File: src/rtl/mar_addr_scheduler_if.sv
// Handshake and MAR address bus between the address scheduler, the control
// unit, the DRAM access logic and the MAR.
interface mar_addr_scheduler_if;
  logic       start;
  logic       mem_done;
  logic       ac_req;
  logic       ac_gnt;
  logic [1:0] mar_control;
  logic [7:0] rrr;
  logic [7:0] crr;
  logic [7:0] rwr;
  logic [7:0] cwr;
  logic [1:0] tap;
  logic       busy;
  logic       done;

  modport master (
    input  start, mem_done, ac_req,
    output ac_gnt, mar_control, rrr, crr, rwr, cwr, tap, busy, done
  );

  modport slave (
    output start, mem_done, ac_req,
    input  ac_gnt, mar_control, rrr, crr, rwr, cwr, tap, busy, done
  );
endinterface

File: src/rtl/mar_addr_scheduler.sv
// Address sequencer / MAR arbiter for 2:1 down-sampling: four 2x2 source reads
// then one destination write per output pixel. MAR_SCHED_AC_ARB_EN enables AC grants.
module mar_addr_scheduler #(
  parameter int SRC_DIM     = 128,
  parameter int WR_ROW_BASE = 128
) (
  input logic                    clock,
  input logic                    reset_n,
  mar_addr_scheduler_if.master   bus
);

  localparam int         OUT_DIM  = SRC_DIM / 2;
  localparam logic [7:0] LAST     = 8'(OUT_DIM - 1);
  localparam logic [7:0] ROW_BASE = 8'(WR_ROW_BASE);

  typedef enum logic [2:0] {
    IDLE, RD_ISSUE, RD_WAIT, WR_ISSUE, WR_WAIT, AC_ISSUE, AC_WAIT, DONE
  } state_t;

  state_t     state_q, state_d;
  logic [7:0] r_q, r_d, c_q, c_d;
  logic [1:0] tap_q, tap_d;
  logic       active_q, active_d;
  logic [7:0] rrr_q, rrr_d, crr_q, crr_d, rwr_q, rwr_d, cwr_q, cwr_d;
  logic       ac_ok;

`ifdef MAR_SCHED_AC_ARB_EN
  assign ac_ok = bus.ac_req;
`else
  logic unused_ac_req;
  assign unused_ac_req = bus.ac_req;
  assign ac_ok         = 1'b0;
`endif

  // NOTE: every variable gets its hold value first so no path leaves it
  // unassigned; otherwise synthesis would infer a latch.
  always_comb begin
    state_d  = state_q;
    r_d      = r_q;
    c_d      = c_q;
    tap_d    = tap_q;
    active_d = active_q;
    rrr_d    = rrr_q;
    crr_d    = crr_q;
    rwr_d    = rwr_q;
    cwr_d    = cwr_q;

    case (state_q)
      IDLE: begin
        if (ac_ok) begin
          state_d = AC_ISSUE;
        end else if (bus.start) begin
          active_d = 1'b1;
          state_d  = RD_ISSUE;
        end
      end
      RD_ISSUE: state_d = RD_WAIT;
      RD_WAIT: begin
        if (bus.mem_done) begin
          if (tap_q != 2'd3) begin
            tap_d   = tap_q + 2'd1;
            state_d = RD_ISSUE;
          end else begin
            state_d = WR_ISSUE;
          end
        end
      end
      WR_ISSUE: state_d = WR_WAIT;
      WR_WAIT: begin
        if (bus.mem_done) begin
          if (r_q == LAST && c_q == LAST) begin
            state_d = DONE;
          end else begin
            tap_d = 2'd0;
            if (c_q == LAST) begin
              c_d = 8'd0;
              r_d = r_q + 8'd1;
            end else begin
              c_d = c_q + 8'd1;
            end
            // AC_WAIT always resumes reading, so a boundary grants AC at most once.
            state_d = ac_ok ? AC_ISSUE : RD_ISSUE;
          end
        end
      end
      AC_ISSUE: state_d = AC_WAIT;
      AC_WAIT: begin
        if (bus.mem_done) state_d = active_q ? RD_ISSUE : IDLE;
      end
      DONE: begin
        active_d = 1'b0;
        state_d  = IDLE;
      end
      default: state_d = IDLE;
    endcase

    // Address registers load only when entering an ISSUE state, so they stay
    // stable through the wait and any AC detour.
    if (state_d == RD_ISSUE) begin
      rrr_d = {r_d[6:0], tap_d[1]};
      crr_d = {c_d[6:0], tap_d[0]};
    end
    if (state_d == WR_ISSUE) begin
      rwr_d = ROW_BASE + r_d;
      cwr_d = c_d;
    end
    if (state_d == DONE) begin
      r_d   = 8'd0;
      c_d   = 8'd0;
      tap_d = 2'd0;
      rrr_d = 8'd0;
      crr_d = 8'd0;
      rwr_d = 8'd0;
      cwr_d = 8'd0;
    end
  end

  // NOTE: state registers use non-blocking assignments so every flop samples
  // the pre-edge values; the asynchronous reset abandons any in-flight access.
  always_ff @(posedge clock or negedge reset_n) begin
    if (!reset_n) begin
      state_q  <= IDLE;
      r_q      <= 8'd0;
      c_q      <= 8'd0;
      tap_q    <= 2'd0;
      active_q <= 1'b0;
      rrr_q    <= 8'd0;
      crr_q    <= 8'd0;
      rwr_q    <= 8'd0;
      cwr_q    <= 8'd0;
    end else begin
      state_q  <= state_d;
      r_q      <= r_d;
      c_q      <= c_d;
      tap_q    <= tap_d;
      active_q <= active_d;
      rrr_q    <= rrr_d;
      crr_q    <= crr_d;
      rwr_q    <= rwr_d;
      cwr_q    <= cwr_d;
    end
  end

  always_comb begin
    bus.mar_control = 2'b00;
    case (state_q)
      RD_ISSUE: bus.mar_control = 2'b10;
      WR_ISSUE: bus.mar_control = 2'b11;
      AC_ISSUE: bus.mar_control = 2'b01;
      default:  bus.mar_control = 2'b00;
    endcase
  end

`ifdef MAR_SCHED_AC_ARB_EN
  assign bus.ac_gnt = (state_q == AC_ISSUE) || (state_q == AC_WAIT);
`else
  assign bus.ac_gnt = 1'b0;
`endif

  assign bus.rrr  = rrr_q;
  assign bus.crr  = crr_q;
  assign bus.rwr  = rwr_q;
  assign bus.cwr  = cwr_q;
  assign bus.tap  = tap_q;
  assign bus.busy = active_q;
  assign bus.done = (state_q == DONE);

endmodule
File: src/flat_wrapper.sv
// flat-port wrapper written by rule: the top's interface ports become plain ports
module mar_addr_scheduler_flat 
#(
  parameter int SRC_DIM     = 128,
  parameter int WR_ROW_BASE = 128
)
  (clock, reset_n, bus_start, bus_mem_done, bus_ac_req, bus_ac_gnt, bus_mar_control, bus_rrr, bus_crr, bus_rwr, bus_cwr, bus_tap, bus_busy, bus_done);
  mar_addr_scheduler_if bus_i ();
  input logic clock;
  input logic reset_n;
  input wire logic [$bits(bus_i.start)-1:0] bus_start;
  input wire logic [$bits(bus_i.mem_done)-1:0] bus_mem_done;
  input wire logic [$bits(bus_i.ac_req)-1:0] bus_ac_req;
  output wire logic [$bits(bus_i.ac_gnt)-1:0] bus_ac_gnt;
  output wire logic [$bits(bus_i.mar_control)-1:0] bus_mar_control;
  output wire logic [$bits(bus_i.rrr)-1:0] bus_rrr;
  output wire logic [$bits(bus_i.crr)-1:0] bus_crr;
  output wire logic [$bits(bus_i.rwr)-1:0] bus_rwr;
  output wire logic [$bits(bus_i.cwr)-1:0] bus_cwr;
  output wire logic [$bits(bus_i.tap)-1:0] bus_tap;
  output wire logic [$bits(bus_i.busy)-1:0] bus_busy;
  output wire logic [$bits(bus_i.done)-1:0] bus_done;
  assign bus_i.start = bus_start;
  assign bus_i.mem_done = bus_mem_done;
  assign bus_i.ac_req = bus_ac_req;
  assign bus_ac_gnt = bus_i.ac_gnt;
  assign bus_mar_control = bus_i.mar_control;
  assign bus_rrr = bus_i.rrr;
  assign bus_crr = bus_i.crr;
  assign bus_rwr = bus_i.rwr;
  assign bus_cwr = bus_i.cwr;
  assign bus_tap = bus_i.tap;
  assign bus_busy = bus_i.busy;
  assign bus_done = bus_i.done;
  mar_addr_scheduler #(.SRC_DIM(SRC_DIM), .WR_ROW_BASE(WR_ROW_BASE)) u_core (.clock(clock), .reset_n(reset_n), .bus(bus_i));
endmodule
File: config.mk
export PLATFORM = sky130hd
export DESIGN_NAME = mar_addr_scheduler_flat
export DESIGN_NICKNAME = d
export VERILOG_FILES = /design/src/rtl/mar_addr_scheduler_if.sv /design/src/rtl/mar_addr_scheduler.sv /design/src/flat_wrapper.sv
export SDC_FILE = /design/constraint.sdc
export NUM_CORES = 1
export LEC_CHECK = 0
export CAP_MARGIN = 30
export CORE_MARGIN = 5
export CORE_UTILIZATION = 56
export DETAILED_ROUTE_END_ITERATION = 10
export PLACE_DENSITY = 0.91
export REMOVE_ABC_BUFFERS = 1
export SLEW_MARGIN = 10
export SYNTH_ARGS = -nofsm -noshare
export SYNTH_HDL_FRONTEND = slang
export SYNTH_SLANG_ARGS = --single-unit
export TNS_END_PERCENT = 100
File: constraint.sdc
create_clock -name clock -period 2.9 [get_ports clock]
set_clock_uncertainty 0.1 [all_clocks]
set_input_delay 0.435 -clock clock [delete_from_list [all_inputs] [get_ports clock]]
set_output_delay 0.435 -clock clock [all_outputs]
set_load 0.03 [all_outputs]
==> out/metrics.cfg, run 1 <==
[finish]
final_nets = 283
final_common_cell = dfrtp_1
nFillCells = 310
final_cell_mix = 54 x dfrtp_1, 40 x clkdlybuf4s50_1, 33 x nand2_1, 17 x nor2_1, 14 x mux2i_1
fin_cells = 328
syn_to_final_growth_pct = 22.0
diodes = 0
drive_gt1_share_pct = 9.06

[drt]
firstDrtPassIters = 4
wl_per_cell_um = 16.4
vias = 1908
ant_nets = 0
post-route-drc-count = 0
drt_wl_total_um = 5370
vias_per_cell = 5.82
drt_iter0_markers = 110

[placed_design]
gp_congestion = 0.874
port_buffers = 41
dp_cells = 320
dp_hpwl_um = 3750
place_ws_ns = 0.277

[sta]
relSlewSlack_pct = 64.8
hold_violations = 0
max_freq_mhz = 397
period_share_pct = 86.8
layout_setup_ws_ns = 0.382
fin_tns_setup_ns = 0
rsz0062_at_grt = no
worst_slew_pin_slew_ns = 0.527
period_needed_ns = 2.52
setup_violations = 0
maxSlewViolCount = 0

[yosys]
synth_cell_types = 54
synth_edf_count = 0
synthCells = 232
synth.largest_area_cell = dfrtp_1
synth-main-ff-cell = dfrtp_1
yosys-top-cells-area = dfrtp_1 53%, mux2i_1 5.5%, nand2_1 4.9%, o2bb2ai_1 4.5%, nor2_1 2.5%
avgSynthCellArea_um2 = 10.9
synth_top_area_share_pct = 53.3
yosysWarningCount = 0
synth_seq_area_share_pct = 53.3
syn-cell-area_um2 = 2540
async_reset_ff_share_pct = 100
synth_seq_cells = 54

[global_routing]
grt_overflow = 0
grt_usage_pct = 19.0
antenna_found_initial = 0
grt_first_pass_wirelength_um = 9170
grt_pass1_vias = 1944
grt_max_degree = 42

[worst_hold_path]
hold_class = flop to flop

[clock_tree]
clk_latency_ns = 0.30
cts.sinks = 54
cts_tree = built
clockRootBuffer = clkbuf_8
cts_resized = 0
cts-buffers-inserted = 5
clk_path_buf_depth = 2
clk_pin_slew_worst_paths_ns = 0.09
htreeDepth = 2
cts_setup_buffers = 0

[pwr]
netSwitchingPower_w = 0.000953
clock_power_share_pct = 19.5
combPwrFrac_pct = 40.9
switching_share_pct = 37.1
power.internal_w = 0.00162
seq_power_share_pct = 39.6
p_leak_nw = 1.39
power.density_nw_per_um2 = 831
p_total_w = 0.00257
irDropWorstVdd_v = 0.000599

[critical_path]
setup.worst_path.end_class = output port
critical_path_arrival_ns = 1.98
critical_path_required_ns = 2.37
critical_path_class = flop to output port
cp_max_fo = 13
cp-start-kind = flop

[outcome]
status = complete, no violations

[floorplan]
num_rows = 24
die_w_um = 77.3
die_area_um2 = 5970
core-area_um2 = 4380
dieHeight_um = 77.3
initial_core_util_pct = 57.8
ios = 44

[run]
maxCapViolCount = 0

-- cell families (layout without fill, tap and decap cells) --
logic type | Yosys count | count (layout) | synth area share (%)
AOI/OAI and AO/OA | 40 | 40 | 12.0
buffers and inverters | 17 | 61 | 4.05
muxes | 17 | 17 | 6.86
DFF | 54 | 54 | 53.3
xor gates and xnor gates | 10 | 10 | 3.45
other | 1 | 1 | 0.148
adders and majority gates | 2 | 2 | 0.987
and+or+nand+nor | 91 | 91 | 19.2
-- per-stage QoR --
stage          hold WS, ns  util, %  area, um2
2_1_floorplan       0.0394        -       2460
3_3_place_gp         0.243     67.8       2970
3_5_place_dp         0.244     67.8       2970
4_1_cts              0.390     70.6       3090
5_1_grt              0.411     70.6       3090
6_report             0.391     70.6       3090
-- sequential cells by signal (all words and copies together) (netlist names) --
register,flops
u_core.bus.rrr,8
u_core.bus.busy,1
u_core.bus.tap,2
u_core.bus.cwr,8
u_core.r_q,8
u_core.bus.crr,8
u_core.state_q,3
u_core.bus.rwr,8
u_core.c_q,8
-- path summary, 6_finish.rpt --
path,slack [ns],from,depth (start not counted),to
max in group asynchronous,1.45,reset_n,3,u_core.bus.crr[5]
worst min register to register,0.39,u_core.r_q[7],1,u_core.r_q[7]
min in group asynchronous,0.44,reset_n,2,u_core.bus.rrr[7]
worst min-delay path,0.39,u_core.r_q[7],1,u_core.r_q[7]
worst max register to register,0.65,u_core.state_q[1],5,u_core.bus.rrr[2]
worst max-delay path,0.38,u_core.state_q[2],3,bus_mar_control[0]
-- area by class of cell --
cell class                 instances  area, um2  share of cell area [%]
clock buffer                       6       82.6                    2.67
clock inverter                     1       30.0                   0.970
inverter                           6       22.5                   0.728
multi-input combinational        161       1080                    35.0
sequential                        54       1350                    43.7
tap                               52       65.1                    2.10
timing repair buffer              48        460                    14.9
-- worst max-delay path, cell delays in order (launching register included) --
cell             delay [ns]
dfrtp_1                0.56
nand2b_1               0.20
a21oi_1                0.22
clkdlybuf4s50_1        0.70
-- Yosys cell counts, drive strengths merged, types with 4 or more instances --
cell and count:
dfrtp 54, inv 6, nor2 18, xnor2 5
nor3 8, nand2 36, nand3 4, o2bb2ai 13
xor2 5, nand2b 4, nand4 4, a21oi 8
buf 8, o21ai 4, mux2i 14
-- routing by layer --
layer	wire length (um)	track usage, %	vias to the layer above
met5	0	0	-
met3	251	3.28	6
li1	-	-	903
met4	75	6.36	0
met2	2570	31.1	69
met1	2470	25.6	930
-- what timing repair did --
item | CTS | global route
hold endpoints to repair | 13 | 0
hold buffers | 1 | 0
endpoints found under the setup margin | 0 | 0
-- power by group through the flow --
stage	Sequential (W)	Clock, W	Combinational, W
finish	0.00102	0.000500	0.00105
global route	0.00104	0.000542	0.00113
CTS	0.00102	0.000510	0.00107
detailed placement	0.00103	0	0.00106
global placement	0.00103	0	0.00104
floorplan	0.00120	0	0.000496
No activity file was read; power rests on OpenSTA's default activity.
==> run 2: changes to the inputs <==
--- a/config.mk
+++ b/config.mk
@@ -9,6 +9,7 @@
 export CORE_MARGIN = 5
 export CORE_UTILIZATION = 56
 export DETAILED_ROUTE_END_ITERATION = 10
+export GPL_TIMING_DRIVEN = 0
 export PLACE_DENSITY = 0.91
 export REMOVE_ABC_BUFFERS = 1
 export SLEW_MARGIN = 10
==> run 2 against run 1 <==
Effect of this change:
- sequential share of layout area increased by 0.45 points
- critical path depth unchanged
- sequential cell count stayed put
- hold slack gained 0.0060 ns
- highest routed layer unchanged
==> out/metrics.cfg, run 2 (synthesized netlist as in run 1, its figures left out) <==
[sta]
setup_violations = 0
period_needed_ns = 2.56
max_freq_mhz = 391
worst_slew_pin_slew_ns = 0.850
rsz0062_at_grt = no
maxSlewViolCount = 0
relSlewSlack_pct = 43.3
timing.hold.ws_ns = 0.397
layout_setup_ws_ns = 0.341
hold_violations = 0
period_share_pct = 88.2

[placed_design]
placed_area_um2 = 2950
place_ws_ns = 0.0659
dp_hpwl_um = 3690
gp_congestion = 0.875
port_buffers = 41

[finish]
multiInputGateArea_um2 = 1080
nFillCells = 304
regArea_um2 = 1350
syn_to_final_growth_pct = 20.8
diodes = 0
drive_gt1_share_pct = 6.99
final_cell_mix = 54 x dfrtp_1, 40 x clkdlybuf4s50_1, 33 x nand2_1, 17 x nor2_1, 14 x mux2i_1
fin_area_um2 = 3060
final_common_cell = dfrtp_1
final_nets = 278

[critical_path]
r2r_setup_slack_ns = 0.45
crit_start = u_core.state_q[1]
critPathCapture = bus_mar_control[0]
r2r-start = u_core.r_q[0]
critical_path_class = flop to output port
cp_max_fo = 11
cp-start-kind = flop
r2r_cells = 6
setup.worst_path.end_class = output port
critical_path_required_ns = 2.37
r2r_end = u_core.bus.cwr[2]
critical_path_arrival_ns = 2.02

[drt]
vias = 1894
post-route-drc-count = 0
drt_wl_total_um = 5420
drt_iter0_markers = 142
vias_per_cell = 5.85
ant_nets = 0
wl_per_cell_um = 16.7
firstDrtPassIters = 6

[floorplan]
ios = 44
die_area_um2 = 5970
initial_core_util_pct = 57.8
die_w_um = 77.3
dieHeight_um = 77.3
num_rows = 24
core-area_um2 = 4380

[global_routing]
grt_first_pass_wirelength_um = 9260
grt_pass1_vias = 1933
grt_usage_pct = 19.6
grt_overflow = 0
grt_max_degree = 34
antenna_found_initial = 0

[run]
maxCapViolCount = 0

[pwr]
power.density_nw_per_um2 = 835
p_leak_nw = 1.37
irDropWorstVdd_v = 0.000726
p_total_w = 0.00256

[clock_tree]
cts_tree = built
htreeDepth = 2
cts.sinks = 54
clk_pin_slew_worst_paths_ns = 0.09
clk_latency_ns = 0.31
clockRootBuffer = clkbuf_8
cts-buffers-inserted = 5
clk_path_buf_depth = 2

[outcome]
status = complete, no violations

[worst_hold_path]
hold_class = flop to flop

==> run 2: where the power goes <==
part,switching [W],leakage [nW],internal (W),total [W]
sequential,0.000137,0.703,0.000889,0.00103
clock,0.000238,0.0524,0.000259,0.000496
combinational,0.000599,0.616,0.000435,0.00103
==> run 2: worst max-delay path, cell delays in order, from the launching register on <==
cell and delay (ns):
dfrtp_1 0.51, nand2b_1 0.28, a21oi_1 0.23, clkdlybuf4s50_1 0.70
==> run 2: routing by layer <==
metal / vias to the layer above / share of wire (%) / GRT usage (%)
li1: 900 / - / -
met1: 916 / 46 / 25.5
met2: 68 / 46 / 30.1
met3: 10 / 5.6 / 5.15
met4: 0 / 2.0 / 10.1
met5: - / 0 / 0
==> run 2: worst min-delay path by stage <==
stage                                  from  slack, ns  cells past startpoint                end
final                     u_core.bus.cwr[7]       0.40                      1  u_core.bus.cwr[7]
after detailed placement            reset_n       0.34                      1  u_core.bus.rwr[6]
after global placement    u_core.bus.rwr[5]       0.37                      1  u_core.bus.rwr[5]
after global routing      u_core.bus.cwr[7]       0.42                      1  u_core.bus.cwr[7]
after CTS                     u_core.r_q[7]       0.40                      1      u_core.r_q[7]
after floorplan                     reset_n       0.04                      0    u_core.bus.busy
==> run 2: area by class of cell <==
type | instances | share of cell area [%]
clock buffers | 7 | 2.49
clock inverters | 1 | 0.980
repair buffers | 43 | 14.2
inverters | 6 | 0.735
multi-input cells | 161 | 35.3
well taps | 52 | 2.12
flip-flops and latches | 54 | 44.1
==> run 2: metrics by stage <==
| stage | setup TNS [ns] | std cells | util (%) |
|---|---|---|---|
| after floorplan | 0 | 221 | - |
| after global placement | -12.70 | 314 | 66.9 |
| after detailed placement | 0 | 315 | 67.2 |
| after CTS | 0 | 324 | 69.9 |
| after global routing | 0 | 324 | 69.9 |
| final | 0 | 324 | 69.9 |
==> run 2: timing repair <==
item / in CTS / in global routing
gates resized for setup: 0 / 0
hold endpoints to repair: 21 / 0
setup buffers: 0 / 0
hold buffers: 1 / 0
==> run 3: changes to the inputs <==
--- a/config.mk
+++ b/config.mk
@@ -5,7 +5,6 @@
 export SDC_FILE = /design/constraint.sdc
 export NUM_CORES = 1
 export LEC_CHECK = 0
-export CAP_MARGIN = 30
 export CORE_MARGIN = 5
 export CORE_UTILIZATION = 56
 export DETAILED_ROUTE_END_ITERATION = 10
==> run 3 against run 2 <==
Effect of this change:
- first-iteration DRC count unchanged
- sequential share of layout area stayed put
- critical path depth did not move
- global-route usage unchanged
- sequential power about the same
- final cell count did not move
- register-to-register slack barely moved
- critical path type unchanged
==> out/metrics.cfg, run 3 (synthesized netlist as in run 1, its figures left out) <==
[outcome]
status = complete, no violations

[pwr]
seq_power_share_pct = 40.1
netSwitchingPower_w = 0.000974
clock_power_share_pct = 19.4
switching_share_pct = 38.1
combPwrFrac_pct = 40.4
p_leak_nw = 1.37
power.density_nw_per_um2 = 835
irDropWorstVdd_v = 0.000726
power.internal_w = 0.00158

[global_routing]
grt_usage_pct = 19.6
top_usage_layer = met2
met3_usage_pct = 5.15
grt_pass1_vias = 1933
antenna_found_initial = 0
use_met1_pct = 25.5
grt_max_degree = 34
grtUsageMet2_pct = 30.1
grt_overflow = 0
grt_first_pass_wirelength_um = 9260

[clock_tree]
clk_pin_slew_worst_paths_ns = 0.09
clk_path_buf_depth = 2
cts_tree = built
cts-buffers-inserted = 5
cts_setup_buffers = 0
clk_latency_ns = 0.31
htreeDepth = 2
cts_resized = 0
cts.sinks = 54
clockRootBuffer = clkbuf_8

[drt]
wl_per_cell_um = 16.7
vias_per_cell = 5.85
ant_nets = 0
drt_wl_total_um = 5420
vias = 1894
firstDrtPassIters = 6
drt_iter0_markers = 142
post-route-drc-count = 0

[sta]
relSlewSlack_pct = 43.3
max_freq_mhz = 391
rsz0062_at_grt = no
hold_violations = 0
layout_setup_ws_ns = 0.341
setup_violations = 0
period_share_pct = 88.2
period_needed_ns = 2.56
maxSlewViolCount = 0
worst_slew_pin_slew_ns = 0.850

[finish]
diodes = 0
regArea_um2 = 1350
fin_cells = 324
nFillCells = 304
syn_to_final_growth_pct = 20.8
drive_gt1_share_pct = 6.99
multiInputGateArea_um2 = 1080
final_common_cell = dfrtp_1
final_nets = 278
fin_util_pct = 69.9
final_cell_mix = 54 x dfrtp_1, 40 x clkdlybuf4s50_1, 33 x nand2_1, 17 x nor2_1, 14 x mux2i_1

[placed_design]
place_ws_ns = 0.0659
gp_congestion = 0.875
dp_cells = 315
dp_hpwl_um = 3690
port_buffers = 41

[floorplan]
core-area_um2 = 4380
num_rows = 24
die_area_um2 = 5970
ios = 44
initial_core_util_pct = 57.8
dieHeight_um = 77.3
die_w_um = 77.3

[critical_path]
critical_path_class = flop to output port
critical_path_arrival_ns = 2.02
critical_path_required_ns = 2.37
cp-start-kind = flop
setup.worst_path.end_class = output port
cp_max_fo = 11

[worst_hold_path]
hold_class = flop to flop

[run]
maxCapViolCount = 0

## run 3: cell counts in the layout (fill, tap and decap cells not counted)
Identical to the previous run, type by type.
## run 3: power groups by stage
stage | registers (W) | logic, W | clock network [W]
floorplan | 0.00120 | 0.000496 | 0
global placement | 0.00103 | 0.00102 | 0
detailed placement | 0.00103 | 0.00104 | 0
CTS | 0.00102 | 0.00104 | 0.000504
global route | 0.00105 | 0.00110 | 0.000541
finish | 0.00103 | 0.00103 | 0.000496
## run 3: final timing paths
path,startpoint,to,slack (ns),depth (start not counted)
max,u_core.state_q[1],bus_mar_control[0],0.34,3
min,u_core.bus.cwr[7],u_core.bus.cwr[7],0.40,1
max reg2reg,u_core.r_q[0],u_core.bus.cwr[2],0.45,6
min reg2reg,u_core.bus.cwr[7],u_core.bus.cwr[7],0.40,1
max in group asynchronous,reset_n,u_core.bus.rrr[0],1.62,3
min in group asynchronous,reset_n,u_core.bus.rrr[7],0.53,2
## run 3: critical path, cell delays in order, from the launching register on
cell and delay, ns:
dfrtp_1 0.51, nand2b_1 0.28, a21oi_1 0.23, clkdlybuf4s50_1 0.70
## run 3: routing by layer
| metal | vias up | routed length, um |
|---|---|---|
| li1 | 900 | - |
| met2 | 68 | 2510 |
| met5 | - | 0 |
| met1 | 916 | 2490 |
| met3 | 10 | 302 |
| met4 | 0 | 110 |
## run 3: metrics by stage
stage	power [W]	TNS (ns)	cell area, um2	hold slack, ns
after floorplan	0.00169	0	2460	0.0394
after global placement	0.00204	-12.70	2930	0.375
after detailed placement	0.00207	0	2950	0.342
after CTS	0.00257	0	3060	0.396
after global routing	0.00269	0	3060	0.417
final	0.00256	0	3060	0.397
## run 3: layout make-up
type | instances | area share [%]
inverters | 6 | 0.735
clock inverters | 1 | 0.980
repair buffers | 43 | 14.2
clock buffers | 7 | 2.49
well taps | 52 | 2.12
flip-flops and latches | 54 | 44.1
multi-input cells | 161 | 35.3
## run 3: what timing repair did
action / CTS / global route
endpoints found under the setup margin: 0 / 0
hold endpoints to repair: 21 / 0
hold buffers: 1 / 0
